[config.mk]
export PLATFORM = sky130hd
export DESIGN_NAME = uart_apb_regs
export DESIGN_NICKNAME = d
export VERILOG_FILES = /design/src/rtl/uart_apb_pkg.sv /design/src/rtl/uart_sync_fifo.sv /design/src/rtl/uart_apb_regs.sv
export SDC_FILE = /design/constraint.sdc
export NUM_CORES = 1
export LEC_CHECK = 0
export ABC_AREA = 1
export CELL_PAD_IN_SITES_DETAIL_PLACEMENT = 0
export CELL_PAD_IN_SITES_GLOBAL_PLACEMENT = 1
export CORE_MARGIN = 5
export CORE_UTILIZATION = 37
export CTS_BUF_LIST = sky130_fd_sc_hd__clkbuf_8
export CTS_CLUSTER_DIAMETER = 30
export DETAILED_ROUTE_END_ITERATION = 16
export PLACE_DENSITY_LB_ADDON = 0.15
export SKIP_CTS_REPAIR_TIMING = 1
export SKIP_LAST_GASP = 1
export SYNTH_ARGS = -nofsm -noshare
export SYNTH_HDL_FRONTEND = slang
export SYNTH_SLANG_ARGS = --single-unit
[constraint.sdc]
create_clock -name sys_clk -period 2.9 [get_ports sys_clk]
set_input_delay 0.29 -clock sys_clk [delete_from_list [all_inputs] [get_ports sys_clk]]
set_output_delay 0.29 -clock sys_clk [all_outputs]
set_load 0.005 [all_outputs]
[src/rtl/uart_apb_pkg.sv]
// ============================================================================
// Module      : uart_apb_pkg
// Description : Register map and bit positions shared by the UART register file.
// Revision    : 1.0 - initial release
// ============================================================================
`default_nettype none

package uart_apb_pkg;

    localparam logic [2:0] ADDR_TXDATA = 3'd0;
    localparam logic [2:0] ADDR_RXDATA = 3'd1;
    localparam logic [2:0] ADDR_STATUS = 3'd2;
    localparam logic [2:0] ADDR_CTRL   = 3'd3;
    localparam logic [2:0] ADDR_BAUD   = 3'd4;

    localparam int CTRL_TX_EN      = 0;
    localparam int CTRL_RX_EN      = 1;
    localparam int CTRL_PARITY_EN  = 2;
    localparam int CTRL_PARITY_ODD = 3;
    localparam int CTRL_IE         = 4;

    localparam int STAT_TX_EMPTY = 0;
    localparam int STAT_TX_FULL  = 1;
    localparam int STAT_RX_EMPTY = 2;
    localparam int STAT_RX_FULL  = 3;
    localparam int STAT_TX_OVF   = 4;
    localparam int STAT_RX_OVF   = 5;

endpackage

`default_nettype wire

[src/rtl/uart_sync_fifo.sv]
// ============================================================================
// Module      : uart_sync_fifo
// Description : Single-clock FIFO with combinational head; a pop frees a slot
//               for a push in the same cycle, a pop on empty is ignored.
// Revision    : 1.0 - initial release
// ============================================================================
`default_nettype none

module uart_sync_fifo #(
    parameter int WIDTH = 8,
    parameter int DEPTH = 16
) (
    input  logic                    clk,
    input  logic                    rst,
    input  logic                    push,
    input  logic                    pop,
    input  logic [WIDTH-1:0]        din,
    output logic [WIDTH-1:0]        dout,
    output logic                    full,
    output logic                    empty,
    output logic [$clog2(DEPTH):0]  count
);

    localparam int AW = $clog2(DEPTH);

    logic [WIDTH-1:0] r_mem [DEPTH];
    logic [AW-1:0]    r_wr_ptr;
    logic [AW-1:0]    r_rd_ptr;
    logic [AW:0]      r_count;
    logic             w_do_push;
    logic             w_do_pop;

    assign empty     = (r_count == '0);
    assign full      = (r_count == (AW+1)'(DEPTH));
    assign count     = r_count;
    assign dout      = r_mem[r_rd_ptr];
    assign w_do_pop  = pop && !empty;
    assign w_do_push = push && (!full || w_do_pop);

    always_ff @(posedge clk or posedge rst) begin
        if (rst) begin
            r_wr_ptr <= '0;
            r_rd_ptr <= '0;
            r_count  <= '0;
        end else begin
            if (w_do_push) r_wr_ptr <= r_wr_ptr + 1'b1;
            if (w_do_pop)  r_rd_ptr <= r_rd_ptr + 1'b1;
            if (w_do_push && !w_do_pop)
                r_count <= r_count + 1'b1;
            else if (!w_do_push && w_do_pop)
                r_count <= r_count - 1'b1;
        end
    end

    // Storage is deliberately left out of reset.
    always_ff @(posedge clk) begin
        if (w_do_push) r_mem[r_wr_ptr] <= din;
    end

endmodule

`default_nettype wire

[src/rtl/uart_apb_regs.sv]
// ============================================================================
// Module      : uart_apb_regs
// Description : UART register file with TX/RX FIFOs, read mux and level irq.
// Revision    : 1.0 - initial release
// ============================================================================
`default_nettype none

module uart_apb_regs
    import uart_apb_pkg::*;
#(
    parameter int          FIFO_DEPTH = 16,
    parameter int          ADDR_W     = 5,
    parameter logic [15:0] BAUD_RST   = 16'd27
) (
    input  logic              sys_clk,
    input  logic              sys_rst,
    input  logic              wr_en,
    input  logic              rd_en,
    input  logic [ADDR_W-1:0] paddr,
    input  logic [31:0]       pwdata,
    output logic [31:0]       prdata,
    output logic [7:0]        tx_data,
    output logic              tx_valid,
    input  logic              tx_ready,
    input  logic [7:0]        rx_data,
    input  logic              rx_valid,
    output logic [4:0]        ctrl_out,
    output logic [15:0]       baud_div,
    output logic              irq
);

    localparam int CW = $clog2(FIFO_DEPTH) + 1;

    logic [4:0]  r_ctrl;
    logic [15:0] r_baud;
    logic        r_tx_ovf, r_rx_ovf, r_irq;

    logic [2:0]  w_sel;
    logic        w_wr_tx, w_wr_stat, w_wr_ctrl, w_wr_baud, w_rd_rx;
    logic        w_tx_pop, w_tx_push_eff, w_rx_push, w_rx_pop_eff, w_rx_push_eff;
    logic        w_tx_full, w_tx_empty, w_rx_full, w_rx_empty;
    logic [7:0]  w_tx_head, w_rx_head;
    logic [CW-1:0] w_tx_count, w_rx_count, w_tx_cnt_nxt, w_rx_cnt_nxt;
    logic        w_tx_ovf_nxt, w_rx_ovf_nxt;
    logic [4:0]  w_ctrl_nxt;
    logic [31:0] w_status, w_rdata;
    logic        w_unused;

    assign w_sel     = paddr[4:2];
    assign w_wr_tx   = wr_en && (w_sel == ADDR_TXDATA);
    assign w_wr_stat = wr_en && (w_sel == ADDR_STATUS);
    assign w_wr_ctrl = wr_en && (w_sel == ADDR_CTRL);
    assign w_wr_baud = wr_en && (w_sel == ADDR_BAUD);
    assign w_rd_rx   = rd_en && !wr_en && (w_sel == ADDR_RXDATA);
    assign w_unused  = &{1'b0, paddr, pwdata};

    assign tx_valid  = !w_tx_empty && r_ctrl[CTRL_TX_EN];
    assign tx_data   = w_tx_empty ? 8'd0 : w_tx_head;
    assign w_tx_pop  = tx_valid && tx_ready;
    assign w_rx_push = rx_valid && r_ctrl[CTRL_RX_EN];

    uart_sync_fifo #(.WIDTH(8), .DEPTH(FIFO_DEPTH)) u_tx_fifo (
        .clk(sys_clk), .rst(sys_rst), .push(w_wr_tx), .pop(w_tx_pop),
        .din(pwdata[7:0]), .dout(w_tx_head), .full(w_tx_full),
        .empty(w_tx_empty), .count(w_tx_count)
    );

    uart_sync_fifo #(.WIDTH(8), .DEPTH(FIFO_DEPTH)) u_rx_fifo (
        .clk(sys_clk), .rst(sys_rst), .push(w_rx_push), .pop(w_rd_rx),
        .din(rx_data), .dout(w_rx_head), .full(w_rx_full),
        .empty(w_rx_empty), .count(w_rx_count)
    );

    // Next-state view of the FIFOs lets irq follow its cause by exactly one cycle.
    assign w_tx_push_eff = w_wr_tx && (!w_tx_full || w_tx_pop);
    assign w_rx_pop_eff  = w_rd_rx && !w_rx_empty;
    assign w_rx_push_eff = w_rx_push && (!w_rx_full || w_rx_pop_eff);
    assign w_tx_cnt_nxt  = w_tx_count + CW'(w_tx_push_eff) - CW'(w_tx_pop);
    assign w_rx_cnt_nxt  = w_rx_count + CW'(w_rx_push_eff) - CW'(w_rx_pop_eff);

    assign w_tx_ovf_nxt = (w_wr_tx && w_tx_full && !w_tx_pop)
                        || (r_tx_ovf && !(w_wr_stat && pwdata[STAT_TX_OVF]));
    assign w_rx_ovf_nxt = (w_rx_push && w_rx_full && !w_rx_pop_eff)
                        || (r_rx_ovf && !(w_wr_stat && pwdata[STAT_RX_OVF]));
    assign w_ctrl_nxt   = w_wr_ctrl ? pwdata[4:0] : r_ctrl;

    always_ff @(posedge sys_clk or posedge sys_rst) begin
        if (sys_rst) begin
            r_ctrl   <= '0;
            r_baud   <= BAUD_RST;
            r_tx_ovf <= 1'b0;
            r_rx_ovf <= 1'b0;
            r_irq    <= 1'b0;
        end else begin
            r_ctrl   <= w_ctrl_nxt;
            r_tx_ovf <= w_tx_ovf_nxt;
            r_rx_ovf <= w_rx_ovf_nxt;
            if (w_wr_baud)
                r_baud <= (pwdata[15:0] == 16'd0) ? 16'd1 : pwdata[15:0];
            r_irq <= w_ctrl_nxt[CTRL_IE] && ((w_rx_cnt_nxt != '0) || (w_tx_cnt_nxt == '0)
                                             || w_tx_ovf_nxt || w_rx_ovf_nxt);
        end
    end

    assign w_status = {26'd0, r_rx_ovf, r_tx_ovf, w_rx_full, w_rx_empty, w_tx_full, w_tx_empty};

    always_comb begin
        w_rdata = '0;
        case (w_sel)
            ADDR_RXDATA: if (!w_rx_empty) w_rdata = {24'd0, w_rx_head};
            ADDR_STATUS: w_rdata = w_status;
            ADDR_CTRL:   w_rdata = {27'd0, r_ctrl};
            ADDR_BAUD:   w_rdata = {16'd0, r_baud};
            default:     w_rdata = '0;
        endcase
    end

    assign prdata   = (rd_en && !wr_en) ? w_rdata : 32'd0;
    assign ctrl_out = r_ctrl;
    assign baud_div = r_baud;
    assign irq      = r_irq;

endmodule

`default_nettype wire

* After elaboration in Yosys (flattened, before gate mapping) *
Memories as Yosys holds them, arrays and structs flattened.
Cells that the tools add are included.

storage, ports and cells
  input port bits = 51
  memory bits (writable) = 256
  bits in registers = 50
  memories = 2
  logic and storage cells = 101
  output and inout bits = 63

operators by class
  reductions and logical operators = 55
  equality and inequality tests = 6
  mux-type cells = 14
  add/sub/neg operators = 12

memory list
  memory           depth  width  rd ports  clocked after Yosys merged registers in  write ports  line                  source
  u_rx_fifo.r_mem  16     8      1         0                                        1            uart_sync_fifo.sv:26  logic [WIDTH-1:0] r_mem [DEPTH];
  u_tx_fifo.r_mem  16     8      1         0                                        1            uart_sync_fifo.sv:26

operators with widths
  cell                 count
  $pmux 32 s4          1
  $mux 32              1
  $logic_and 1x1->1    27
  $mux 5               5
  $add 4x1->4 const B  4
  $logic_not 16->1     1
  $mux 16              1
  $mux 8               2
  $logic_not 5->1      3
  $logic_not 1->1      12
  $add 5x1->5          2
  $add 5x1->5 const B  2
  $eq 5x5->1 const B   2
  $sub 5x1->5          2
  $sub 5x1->5 const B  2
  $logic_or 1x1->1     8
  $eq 3x2->1 const B   2
  $reduce_bool 5->1    1
  $mux 1               4
  $reduce_bool 2->1    2
  $eq 3x1->1 const B   1
  $eq 3x3->1 const B   1
  $logic_not 3->1      1

* Longest topological paths before layout *
Gate-level depths: netlist (run 1).

  depth after elaboration = 13
  depth in mapped cells = 18
  mapped depth without buffers = 18

* Modules after synthesis *
A second synthesis (run 1) with hierarchy kept.

unflattened totals
  cell total of the unflattened synthesis = 1555
  area total of the unflattened synthesis = 14727.9 µm²

by module, submodules not included
  module          cells an instance  seq. area each (µm²)  times used  area an instance (µm²)
  uart_sync_fifo  631                4169.0                2           6371.1
  uart_apb_regs   293                605.6                 1           1985.7

* Worst setup path after synthesis (run 1) *
OpenSTA, ideal clock, no wires.

  kind = register to register
  start point = register u_tx_fifo.r_count[3] (netlist: u_tx_fifo.count[3])
  end point = register r_irq (netlist: irq)
  period minus slack after synthesis = 2.602 ns
  setup slack = 0.298 ns
  stages on the path, launching flop included = 18
  path buffers = 0
  arrival = 2.540 ns
  setup time = 0.063 ns
  cells stage by stage = dfrtp_1 inv_1 ha_1 nand3_2 nand3_2 inv_1 ha_1 inv_1 ha_1 fa_1 or2_2 nor2_1 nand2_1 inv_1 nand3_1 nand3_1 nand2_1 inv_1

between the ends
  word-level cells in the longest chain between the ends = 13
  elaborated cells on any way between the ends = 19
  classes of those cells = add/sub (2); eq/ne (1); reduce/logical (16)

RTL lines
  element                           line                  source
  start, declared                   uart_sync_fifo.sv:29  logic [AW:0] r_count;
  start signal, assigned            uart_sync_fifo.sv:49  r_count <= r_count + 1'b1;
  start signal, assigned            uart_sync_fifo.sv:51  r_count <= r_count - 1'b1;
  $logic_not 5->1                   uart_sync_fifo.sv:33  assign empty = (r_count == '0);
  $logic_not 1->1                   uart_apb_regs.sv:57   assign tx_valid = !w_tx_empty && r_ctrl[CTRL_TX_EN];
  $logic_and 1x1->1                 uart_apb_regs.sv:57
  $logic_and 1x1->1                 uart_apb_regs.sv:59   assign w_tx_pop = tx_valid && tx_ready;
  $logic_or 1x1->1                  uart_apb_regs.sv:75   assign w_tx_push_eff = w_wr_tx && (!w_tx_full || w_tx_pop);
  $logic_and 1x1->1                 uart_apb_regs.sv:75
  $add 5x1->5                       uart_apb_regs.sv:78   assign w_tx_cnt_nxt = w_tx_count + CW'(w_tx_push_eff) - CW'(w_tx_pop);
  $sub 5x1->5                       uart_apb_regs.sv:78
  $logic_not 5->1                   uart_apb_regs.sv:100  r_irq <= w_ctrl_nxt[CTRL_IE] && ((w_rx_cnt_nxt != '0) || (w_tx_cnt_nxt == '0)
  $logic_or 1x1->1                  uart_apb_regs.sv:100
  $logic_or 1x1->1 * (2 in series)  uart_apb_regs.sv:101  || w_tx_ovf_nxt || w_rx_ovf_nxt);
  $logic_and 1x1->1 *               uart_apb_regs.sv:100
  end signal, assigned              uart_apb_regs.sv:100
  end, declared                     uart_apb_regs.sv:36   logic r_tx_ovf, r_rx_ovf, r_irq;

Every way passes the cells marked *; elsewhere a longest branch is shown, timed or not.
A chain may end at the register's enable or synchronous reset.

* Final worst setup path (run 1) *
  start point = register u_rx_fifo.r_rd_ptr[0]
  end point = output port prdata[1]

between the ends
  word-level cells in the longest chain between the ends = 4

RTL lines
  element                 line                  source
  start, declared         uart_sync_fifo.sv:28  logic [AW-1:0] r_rd_ptr;
  start signal, assigned  uart_sync_fifo.sv:47  if (w_do_pop) r_rd_ptr <= r_rd_ptr + 1'b1;
  $mem_v2 16x8            n/a
  $mux 8                  uart_apb_regs.sv:110  ADDR_RXDATA: if (!w_rx_empty) w_rdata = {24'd0, w_rx_head};
  $pmux 32 s4             uart_apb_regs.sv:109  case (w_sel)
  $mux 32                 uart_apb_regs.sv:118  assign prdata = (rd_en && !wr_en) ? w_rdata : 32'd0;
  end, declared           uart_apb_regs.sv:21   output logic [31:0] prdata,

Every way passes these cells.

==> reports/results.tsv, run 1 <==
stage	metric	value	unit
setup_path	Crit. End Element	output pin	
final_layout	fraction of layout cells with a size suffix above 1	0.177	
setup_path	CP Class	flip-flop to output pin	
final_layout	Final Non-Filler Cells	2187	
global_route	gr usage total	0.177	
route	Final ANT Viol Nets	0	
hold_path	Hold Crit Class	input port to asynchronous set/reset pin	
final_layout	# diodes	0	
pwr	Pwr Density	985	nW/um^2
synth	Mapped Area	14100	sq um
final_layout	Fillers	3489	
floorplanning	# IOs	114	
floorplanning	FP Rows	71	
final_layout	sequential cell area	8950	sq um
timing	Setup TNS	-0.141	ns
route	vias	10200	
setup_path	Critical Path Sink	prdata[1]	
synth	Cell variety after synth	39	
setup_path	R2R Setup Slk	0.18	ns
final_layout	area occupied by multi-input gates	4320	sq um
timing	RSZ-0062 raised after global routing	true	
global_route	antenna violations before repair	0	
synth	warnings from Yosys	0	
setup_path	crit path from	u_rx_fifo.r_rd_ptr[0]	
route	WL/cell	17.3	um
clock_network	Root Driver	clkbuf_8	
timing	fin crit share	1.04	
synth	top cells by area, synth	edfxtp_1 (54%), nand2_1 (9.8%), dfrtp_1 (8.1%), nand3_1 (5.1%), inv_1 (4.6%)	
route	TritonRoute pass-1 iters	5	
pwr	Max IR drop VDD	484	uV
route	DRC Markers	0	
clock_network	clk_lat worst skew	0.62	ns
setup_path	Worst Setup Start Kind	flip-flop	
placed_design	Detailed Place HPWL	24.0	mm
clock_network	# clock sinks	306	
synth	top cell type's share of synthesized area	0.543	
synth	Seq/Total Area, Yosys	0.632	
final_layout	NumNets Final	1695	
synth	Synth area leader	edfxtp_1	
clock_network	H-tree levels	3	
synth	Syn Inst Count	1390	
clock_network	Num CTS Buffers	80	
pwr	leakage power	7.91	nW
global_route	vias in the first global route	10300	
setup_path	FF-to-FF path depth	17	
timing	fin crit period	3.00	ns
floorplanning	Core ar.	37700	sq um
timing	Final Skew	0.0182	ns
placed_design	PortBufs	79	
global_route	largest net degree at the start of global routing	40	
setup_path	crit path DAT	2.71	ns
setup_path	worst r2r src	u_rx_fifo.count[2]	
clock_network	Clock Tree Buf Depth	3	
floorplanning	Chip Height	206	um
timing	endpoints failing setup	2	
final_layout	Synth-to-Final Area Change	29.6	%
route	drt via density	4.66	
placed_design	dpl cells	2006	
job	Max-cap violations	0	
placed_design	pre-CTS setup slack	0.0728	ns
floorplanning	Starting Density	0.376	
floorplanning	Die X	206	um
synth	syn_area_per_cell	10.2	sq um
timing	measured slew at the worst slew-check pin	0.800	ns
run_status	failing checks	setup timing	
setup_path	Worst R2R End	irq	
placed_design	gpl congestion	0.795	
timing	FMAX	0.333	GHz
route	drt total wl	37.8	mm
synth	register bit total from synthesis	306	
clock_network	Worst-path clk slew	0.05	ns
global_route	wire length of the first global-routing pass	57.6	mm
timing	Setup WS post-layout	-0.102	ns
timing	Slew HR	0.465	
setup_path	CP Max Fanout	11	
global_route	grt ovf	0	
clock_network	CTS tree	yes	
timing	Final Hold Viols	0	
floorplanning	die area	42300	sq um
run_status	outcome	complete, but fails checks	
setup_path	Crit path required time	2.61	ns
final_layout	final core utilization	0.487	
timing	final slew viol count	0	
route	drt initial violations	617	
[state kept, by name (all words and copies together), names as in the netlist]
signal,flops
u_tx_fifo.count,5
r_rx_ovf,1
baud_div,16
u_rx_fifo.r_rd_ptr,4
irq,1
u_tx_fifo.r_mem,128
u_rx_fifo.r_mem,128
r_tx_ovf,1
u_tx_fifo.r_rd_ptr,4
ctrl_out,5
u_rx_fifo.r_wr_ptr,4
u_rx_fifo.count,5
u_tx_fifo.r_wr_ptr,4
[synth_stat cells]
cell type and number:
clkbuf_1 12, buf_4 26, nand2_1 371, nand3_1 144, nor2_1 91, xor2_1 18
dfstp_2 4, nand4_1 4, or2_2 1, o31ai_1 16, nand2_2 6, o2bb2ai_1 1
nor3_1 10, dfrtp_1 46, ha_1 30, nor2_4 3, nand4_2 1, edfxtp_1 256
fa_1 4, nand3_4 1, xnor2_1 3, inv_2 2, nor2_2 1, conb_1 1
nor4_1 3, nand3b_1 1, buf_1 2, nand2_4 6, inv_1 173, a22oi_1 1
and3_1 1, a21oi_1 64, a21o_1 1, nand3_2 2, inv_6 2, buf_2 29
o21ai_0 43, clkinv_1 4, o22ai_1 6
[logic make-up after synthesis]
logic type      synth area share
simple gates               0.195
flops                      0.632
buf+inv                   0.0765
compound gates            0.0507
fa+ha+maj                 0.0322
xor+xnor                  0.0130
other cells             0.000265
[layer usage]
metal | vias up | global-route usage | part of all wire
met5 | - | 0 | 0
met4 | 0 | 0.0593 | 0.021
met3 | 60 | 0.0399 | 0.053
met2 | 242 | 0.275 | 0.46
met1 | 4838 | 0.248 | 0.47
li1 | 5047 | - | -
[worst min path at each step]
stage | start | cells after the start | end | slack [ns]
after floorplan | rx_data[0] | 0 | u_rx_fifo.r_mem[0][0] | 0.39
after global placement | baud_div[15] | 2 | baud_div[15] | 0.50
after detailed placement | baud_div[7] | 2 | baud_div[7] | 0.49
after CTS | sys_rst | 2 | ctrl_out[0] | -0.03
after global routing | sys_rst | 2 | ctrl_out[0] | 0.02
final | sys_rst | 2 | u_tx_fifo.count[2] | 0.006
[area by class of cell]
cell class	instances	area share
clock inverter	63	0.0340
timing repair buffer	191	0.104
tap	511	0.0349
inverter	181	0.0392
clock buffer	85	0.0638
sequential	306	0.488
timing repair inverter	1	0.000341
multi-input combinational	849	0.236
[where the power goes]
group / switching (W) / internal, W
sequential: 0.000354 / 0.00521
clock: 0.00215 / 0.00387
combinational: 0.00383 / 0.00263
[through the flow]
stage	total power, W	cell area [sq um]	hold slack, ns
floorplan	0.00916	14200	0.389
global placement	0.0113	15900	0.499
detailed placement	0.0113	15900	0.492
CTS	0.0174	17700	-0.0282
global route	0.0193	18300	0.0242
finish	0.0181	18300	0.00556
[worst max-delay path, cell delays in order, from the launching register on]
cell and delay (ns):
dfrtp_2 0.48, inv_8 0.12, buf_6 0.15, nand2_1 0.06, nand2_1 0.05, nand2_1 0.05
nand3_1 0.10, nand3_2 0.16, nand2_1 0.14, nand2_1 0.07, a21oi_2 0.17, clkdlybuf4s50_1 0.53
[cell usage in the layout, fill, tap and decap left out, types with 4 or more instances in the layout]
cell and count:
bufinv_16 13, o31ai_2 7, edfxtp_1 256, nand3_1 139
inv_8 4, conb_1 16, nand2_1 371, inv_1 183
nand4_1 4, clkbuf_8 85, nor2_1 90, inv_2 6
dfrtp_1 42, clkinv_2 5, nor3_1 10, buf_12 10
o31ai_1 9, nand2_2 6, a21oi_1 50, dfrtp_2 4
clkdlybuf4s50_1 65, dlymetal6s2s_1 14, clkbuf_16 6, o21ai_0 40
a21oi_2 14, dfstp_2 4, nand3_2 6, clkinvlp_4 9
xor2_1 18, buf_4 92, ha_1 28, o22ai_1 6
clkinv_1 21, nand2_4 6
Power figures use the tool's default switching activity.
==> run 2: changes to the inputs <==
--- a/config.mk
+++ b/config.mk
@@ -10,7 +10,7 @@
 export CELL_PAD_IN_SITES_GLOBAL_PLACEMENT = 1
 export CORE_MARGIN = 5
 export CORE_UTILIZATION = 37
-export CTS_BUF_LIST = sky130_fd_sc_hd__clkbuf_8
+export CTS_BUF_LIST = sky130_fd_sc_hd__clkbuf_16
 export CTS_CLUSTER_DIAMETER = 30
 export DETAILED_ROUTE_END_ITERATION = 16
 export PLACE_DENSITY_LB_ADDON = 0.15
==> run 2 against run 1 <==
The flow still finishes with violations (setup timing). Largest power group is now clock. Die area did not move. Fmax rose by 1.7%. Largest cell class unchanged. Global-route usage increased by 0.12 points.
==> reports/results.tsv, run 2 (synthesis gave the netlist of run 1 again) <==
stage	metric	value	unit	change
route	drt via density	4.68		was 4.66
global_route	grt ovf	0		unchanged
timing	endpoints failing setup	2		unchanged
route	drt total wl	37.4	mm	was 37.8 mm
setup_path	Critical Path Max Stage Delay	0.53	ns	about the same
setup_path	crit path DAT	2.66	ns	was 2.71 ns
route	met2 wire length	17.2	mm	was 17.3 mm
floorplanning	Die X	206	um	unchanged
route	wl on met1	17.5	mm	was 17.8 mm
route	vias	10200		about the same
timing	Slew HR	0.481		was 0.465
setup_path	CP Max Fanout	11		unchanged
clock_network	Clock Tree Buf Depth	3		unchanged
timing	FMAX	0.339	GHz	was 0.333 GHz
setup_path	Crit path required time	2.61	ns	about the same
timing	Min Hold Slack	0.0460	ns	was 0.00556 ns
timing	fin crit share	1.02		was 1.04
route	DRC Markers	0		unchanged
floorplanning	Chip Height	206	um	unchanged
route	Final ANT Viol Nets	0		unchanged
route	met3 WL	1.99	mm	was 2.00 mm
global_route	wire length of the first global-routing pass	58.1	mm	was 57.6 mm
placed_design	pre-CTS setup slack	0.0728	ns	unchanged
setup_path	CP Class	flip-flop to output pin		unchanged
final_layout	Synth-to-Final Area Change	35.2	%	was 29.6%
floorplanning	Starting Density	0.376		unchanged
global_route	antenna violations before repair	0		unchanged
clock_network	Root Driver	clkbuf_16		was clkbuf_8
floorplanning	# IOs	114		unchanged
route	WL/cell	17.1	um	was 17.3 um
timing	Final Hold Viols	0		unchanged
global_route	largest net degree at the start of global routing	40		unchanged
global_route	vias in the first global route	10400		was 10300
clock_network	CTS tree	yes		unchanged
route	TritonRoute pass-1 iters	5		unchanged
run_status	failing checks	setup timing		unchanged
timing	fin crit period	2.95	ns	was 3.00 ns
global_route	gr usage total	0.179		was 0.177
final_layout	NumNets Final	1688		was 1695
timing	RSZ-0062 raised after global routing	true		unchanged
pwr	leakage power	8.22	nW	was 7.91 nW
floorplanning	die area	42300	sq um	unchanged
run_status	outcome	complete, but fails checks		unchanged
timing	Final Skew	0.0146	ns	was 0.0182 ns
clock_network	Num CTS Buffers	80		unchanged
route	top layer in use	met4		unchanged
clock_network	H-tree levels	3		unchanged
timing	Setup WS post-layout	-0.0507	ns	was -0.102 ns
final_layout	# diodes	0		unchanged
final_layout	commonest non-fill, non-tap cell in the layout	nand2_1		unchanged
setup_path	crit-path cells	inv_8 -> buf_6 -> nand2_1 -> nand2_1 -> nand2_1 -> nand3_1 -> nand3_2 -> nand2_1 -> nand2_1 -> a21oi_2 -> clkdlybuf4s50_1		unchanged
setup_path	Worst Setup Start Kind	flip-flop		unchanged
floorplanning	FP Rows	71		unchanged
setup_path	most frequent CP cell	nand2_1		unchanged
floorplanning	Core ar.	37700	sq um	unchanged
setup_path	Crit. End Element	output pin		unchanged
placed_design	gpl congestion	0.795		unchanged
setup_path	R2R Setup Slk	0.15	ns	was 0.18 ns
final_layout	Fillers	3384		was 3489
job	Max-cap violations	0		unchanged
pwr	Max IR drop VDD	497	uV	was 484 uV
timing	measured slew at the worst slew-check pin	0.776	ns	was 0.800 ns
placed_design	Detailed Place HPWL	24.0	mm	unchanged
clock_network	# clock sinks	306		unchanged
final_layout	most frequent cells in the layout	nand2_1 (371), edfxtp_1 (256), inv_1 (183)		unchanged
pwr	total power	0.0206	W	was 0.0181 W
clock_network	clk_lat worst skew	0.58	ns	was 0.62 ns
route	drt initial violations	553		was 617
timing	final slew viol count	0		unchanged
clock_network	Worst-path clk slew	0.04	ns	was 0.05 ns
pwr	Pwr Density	1080	nW/um^2	was 985 nW/um^2
hold_path	Hold Crit Class	input port to asynchronous set/reset pin		unchanged
setup_path	critical path's slowest cell	clkdlybuf4s50_1		unchanged
final_layout	fraction of layout cells with a size suffix above 1	0.171		was 0.177
placed_design	PortBufs	79		unchanged
[run 2: cell count changes in the layout (fill, tap and decap cells not counted), moves of 2 or more]
cell             change
clkbuf_8            -85
clkbuf_16           +80
clkdlybuf4s50_1      +4
clkinv_2             +4
dlymetal6s2s_1       -4
a21oi_1              +3
a21oi_2              -3
buf_4                -3
inv_2                -3
inv_16               +2
inv_8                -2
[run 2: power by group]
group	internal, W	switching, W
logic	0.00252	0.00376
registers	0.00522	0.000350
clock network	0.00614	0.00259
[run 2: layout make-up]
cell class                 count  area, sq um  share of cell area
sequential                   306         8950               0.468
clock buffer                  82         2050               0.107
multi-input combinational    849         4300               0.225
clock inverter                67          656              0.0343
tap                          511          639              0.0334
inverter                     181          722              0.0377
timing repair inverter         1         5.00            0.000262
timing repair buffer         184         1800              0.0942
[run 2: worst max-delay path: cells and delay by family, from the launching register on]
kind / cells / cell delay [ns]
flip-flops: 1 / 0.48
AND/OR/NAND/NOR: 7 / 0.59
buffers and inverters: 3 / 0.80
AO/OA/AOI/OAI: 1 / 0.18
[run 2: path summary, 6_finish.rpt]
path | startpoint | to | cells past startpoint
worst min-delay path | sys_rst | u_tx_fifo.count[2] | 2
min in group sys_clk | pwdata[15] | baud_div[15] | 3
max in group asynchronous | sys_rst | baud_div[4] | 3
worst max register to register | u_tx_fifo.count[3] | irq | 17
worst max-delay path | u_rx_fifo.r_rd_ptr[0] | prdata[1] | 11
worst min register to register | baud_div[7] | baud_div[7] | 2
[run 2: per-layer routing]
metal | track usage | vias up
li1 | - | 5045
met1 | 0.250 | 4854
met2 | 0.277 | 257
met3 | 0.0414 | 53
met4 | 0.0577 | 0
met5 | 0 | -
[run 2: per-stage QoR]
step	instance area (sq um)	TNS (ns)	utilization	instances
detailed placement	15900	0	0.422	2006
floorplan	14200	0	-	1405
global placement	15900	0	0.422	2006
global route	19100	-0.807	0.508	2181
CTS	18600	-2.98	0.494	2155
finish	19100	-0.0801	0.508	2181
==> run 3: changes to the inputs <==
--- a/config.mk
+++ b/config.mk
@@ -13,6 +13,7 @@
 export CTS_BUF_LIST = sky130_fd_sc_hd__clkbuf_16
 export CTS_CLUSTER_DIAMETER = 30
 export DETAILED_ROUTE_END_ITERATION = 16
+export MAX_ROUTING_LAYER = met4
 export PLACE_DENSITY_LB_ADDON = 0.15
 export SKIP_CTS_REPAIR_TIMING = 1
 export SKIP_LAST_GASP = 1
==> run 3 against run 2 <==
The run still ends with setup timing left. Combinational power rose by 1%. First-iteration DRC count is 20% higher. Setup slack worse by 0.0082 ns. Sequential share of layout area fell by 0.16 points. Design area up 0.34%. Final cell count barely moved. Routed wire length rose by 0.73%. Global-route usage up 0.50 points. Critical path type unchanged.
==> reports/results.tsv, run 3 (synthesis gave the netlist of run 1 again) <==
stage	metric	value	unit	change
route	drt initial violations	661		was 553
timing	measured slew at the worst slew-check pin	0.781	ns	was 0.776 ns
final_layout	commonest non-fill, non-tap cell in the layout	nand2_1		unchanged
clock_network	Worst-path clk slew	0.04	ns	about the same
pwr	Max IR drop VDD	496	uV	was 497 uV
pwr	total power	0.0207	W	was 0.0206 W
route	drt via density	4.67		was 4.68
route	TritonRoute pass-1 iters	5		unchanged
setup_path	Crit. End Element	output pin		unchanged
hold_path	Hold Crit Class	input port to asynchronous set/reset pin		unchanged
global_route	layer with the highest usage	met2		unchanged
final_layout	area occupied by multi-input gates	4330	sq um	was 4300 sq um
final_layout	fraction of layout cells with a size suffix above 1	0.176		was 0.171
global_route	grt ovf	0		unchanged
setup_path	CP Class	flip-flop to output pin		unchanged
timing	Setup WS post-layout	-0.0589	ns	was -0.0507 ns
pwr	Pint	0.0139	W	about the same
floorplanning	FP Rows	71		unchanged
setup_path	Worst Setup Start Kind	flip-flop		unchanged
global_route	GR Layer Usage met3	0.0383		was 0.0414
final_layout	# diodes	0		unchanged
pwr	clock network fraction of total power	0.422		was 0.424
run_status	failing checks	setup timing		unchanged
global_route	largest net degree at the start of global routing	40		unchanged
final_layout	Synth-to-Final Area Change	35.6	%	was 35.2%
pwr	Net Sw Power	0.00673	W	was 0.00670 W
timing	Slew HR	0.478		was 0.481
timing	Final Hold Viols	0		unchanged
clock_network	Root Driver	clkbuf_16		unchanged
route	vias	10200		about the same
final_layout	most frequent cells in the layout	nand2_1 (370), edfxtp_1 (256), inv_1 (183)		was nand2_1 (371), edfxtp_1 (256), inv_1 (183)
floorplanning	Die X	206	um	unchanged
final_layout	sequential cell area	8950	sq um	unchanged
global_route	met1 GRT Util	0.250		about the same
placed_design	gpl congestion	0.807		was 0.795
timing	Setup TNS	-0.0803	ns	was -0.0801 ns
floorplanning	die area	42300	sq um	unchanged
timing	RSZ-0062 raised after global routing	true		unchanged
final_layout	Fillers	3364		was 3384
route	WL/cell	17.2	um	was 17.1 um
run_status	outcome	complete, but fails checks		unchanged
clock_network	Num CTS Buffers	80		unchanged
setup_path	Crit path required time	2.61	ns	about the same
timing	Final Skew	0.0155	ns	was 0.0146 ns
timing	endpoints failing setup	3		was 2
global_route	gr usage total	0.184		was 0.179
timing	FMAX	0.338	GHz	was 0.339 GHz
floorplanning	Core ar.	37700	sq um	unchanged
floorplanning	# IOs	114		unchanged
pwr	sequential power share	0.270		was 0.271
placed_design	PortBufs	79		unchanged
setup_path	crit path DAT	2.67	ns	was 2.66 ns
global_route	GR Util met2	0.278		was 0.277
pwr	Switching Share	0.326		was 0.325
clock_network	CTS tree	yes		unchanged
global_route	wire length of the first global-routing pass	57.9	mm	was 58.1 mm
timing	fin crit share	1.02		about the same
job	Max-cap violations	0		unchanged
clock_network	# clock sinks	306		unchanged
timing	fin crit period	2.96	ns	was 2.95 ns
clock_network	Clock Tree Buf Depth	3		unchanged
route	Final ANT Viol Nets	0		unchanged
route	DRC Markers	0		unchanged
clock_network	clk_lat worst skew	0.57	ns	was 0.58 ns
floorplanning	Chip Height	206	um	unchanged
global_route	vias in the first global route	10400		about the same
final_layout	NumNets Final	1690		was 1688
floorplanning	Starting Density	0.376		unchanged
pwr	combinational power share	0.308		was 0.305
placed_design	Detailed Place HPWL	24.0	mm	unchanged
pwr	leakage power	8.26	nW	was 8.22 nW
pwr	Pwr Density	1080	nW/um^2	about the same
clock_network	H-tree levels	3		unchanged
setup_path	CP Max Fanout	6		was 11
global_route	antenna violations before repair	0		unchanged
route	drt total wl	37.7	mm	was 37.4 mm
timing	final slew viol count	0		unchanged
## run 3: area by class of cell
class | instances | area share
clock inverter | 67 | 0.0342
timing repair inverter | 2 | 0.000587
multi-input combinational | 849 | 0.225
tap | 511 | 0.0333
clock buffer | 82 | 0.107
sequential | 306 | 0.466
inverter | 181 | 0.0375
timing repair buffer | 185 | 0.0959
## run 3: metrics by stage
stage / hold WS (ns) / cell area [sq um] / utilization / cells / setup WS [ns]
floorplan: 0.389 / 14200 / - / 1405 / 0.298
global placement: 0.499 / 15900 / 0.422 / 2006 / 0.0920
detailed placement: 0.492 / 15900 / 0.422 / 2006 / 0.0728
CTS: 0.0453 / 18600 / 0.494 / 2155 / -0.318
global route: 0.0845 / 19200 / 0.510 / 2183 / -0.212
finish: 0.0513 / 19200 / 0.510 / 2183 / -0.0589
## run 3: metal layers
layer	part of all wire	up-vias
met3	0.052	54
li1	-	5045
met4	0.019	0
met1	0.47	4862
met2	0.46	235
met5	0	-
## run 3: worst paths after layout
check,from,end,slack (ns),depth (start not counted)
max reg2reg,u_tx_fifo.count[3],irq,0.15,17
max,u_tx_fifo.r_rd_ptr[0],tx_data[7],-0.06,10
min,sys_rst,u_tx_fifo.count[2],0.05,2
min in group sys_clk,pwdata[15],baud_div[15],0.30,3
max in group asynchronous,sys_rst,baud_div[4],2.14,3
min reg2reg,baud_div[7],baud_div[7],0.50,2
## run 3: worst max-delay path, cell delays in order, from the launching register on
cell,delay [ns]
dfrtp_2,0.50
inv_8,0.14
buf_4,0.12
buf_4,0.09
nand2_1,0.04
nand3_1,0.06
nand2_1,0.11
a21oi_2,0.17
o31ai_2,0.11
a21oi_1,0.19
clkdlybuf4s50_1,0.55
## run 3: power groups by stage
| stage | clock, W | combinational, W | sequential, W |
|---|---|---|---|
| floorplan | 0 | 0.00365 | 0.00551 |
| global placement | 0 | 0.00568 | 0.00557 |
| detailed placement | 0 | 0.00570 | 0.00558 |
| CTS | 0.00888 | 0.00573 | 0.00551 |
| global route | 0.00919 | 0.00719 | 0.00562 |
| finish | 0.00872 | 0.00637 | 0.00558 |
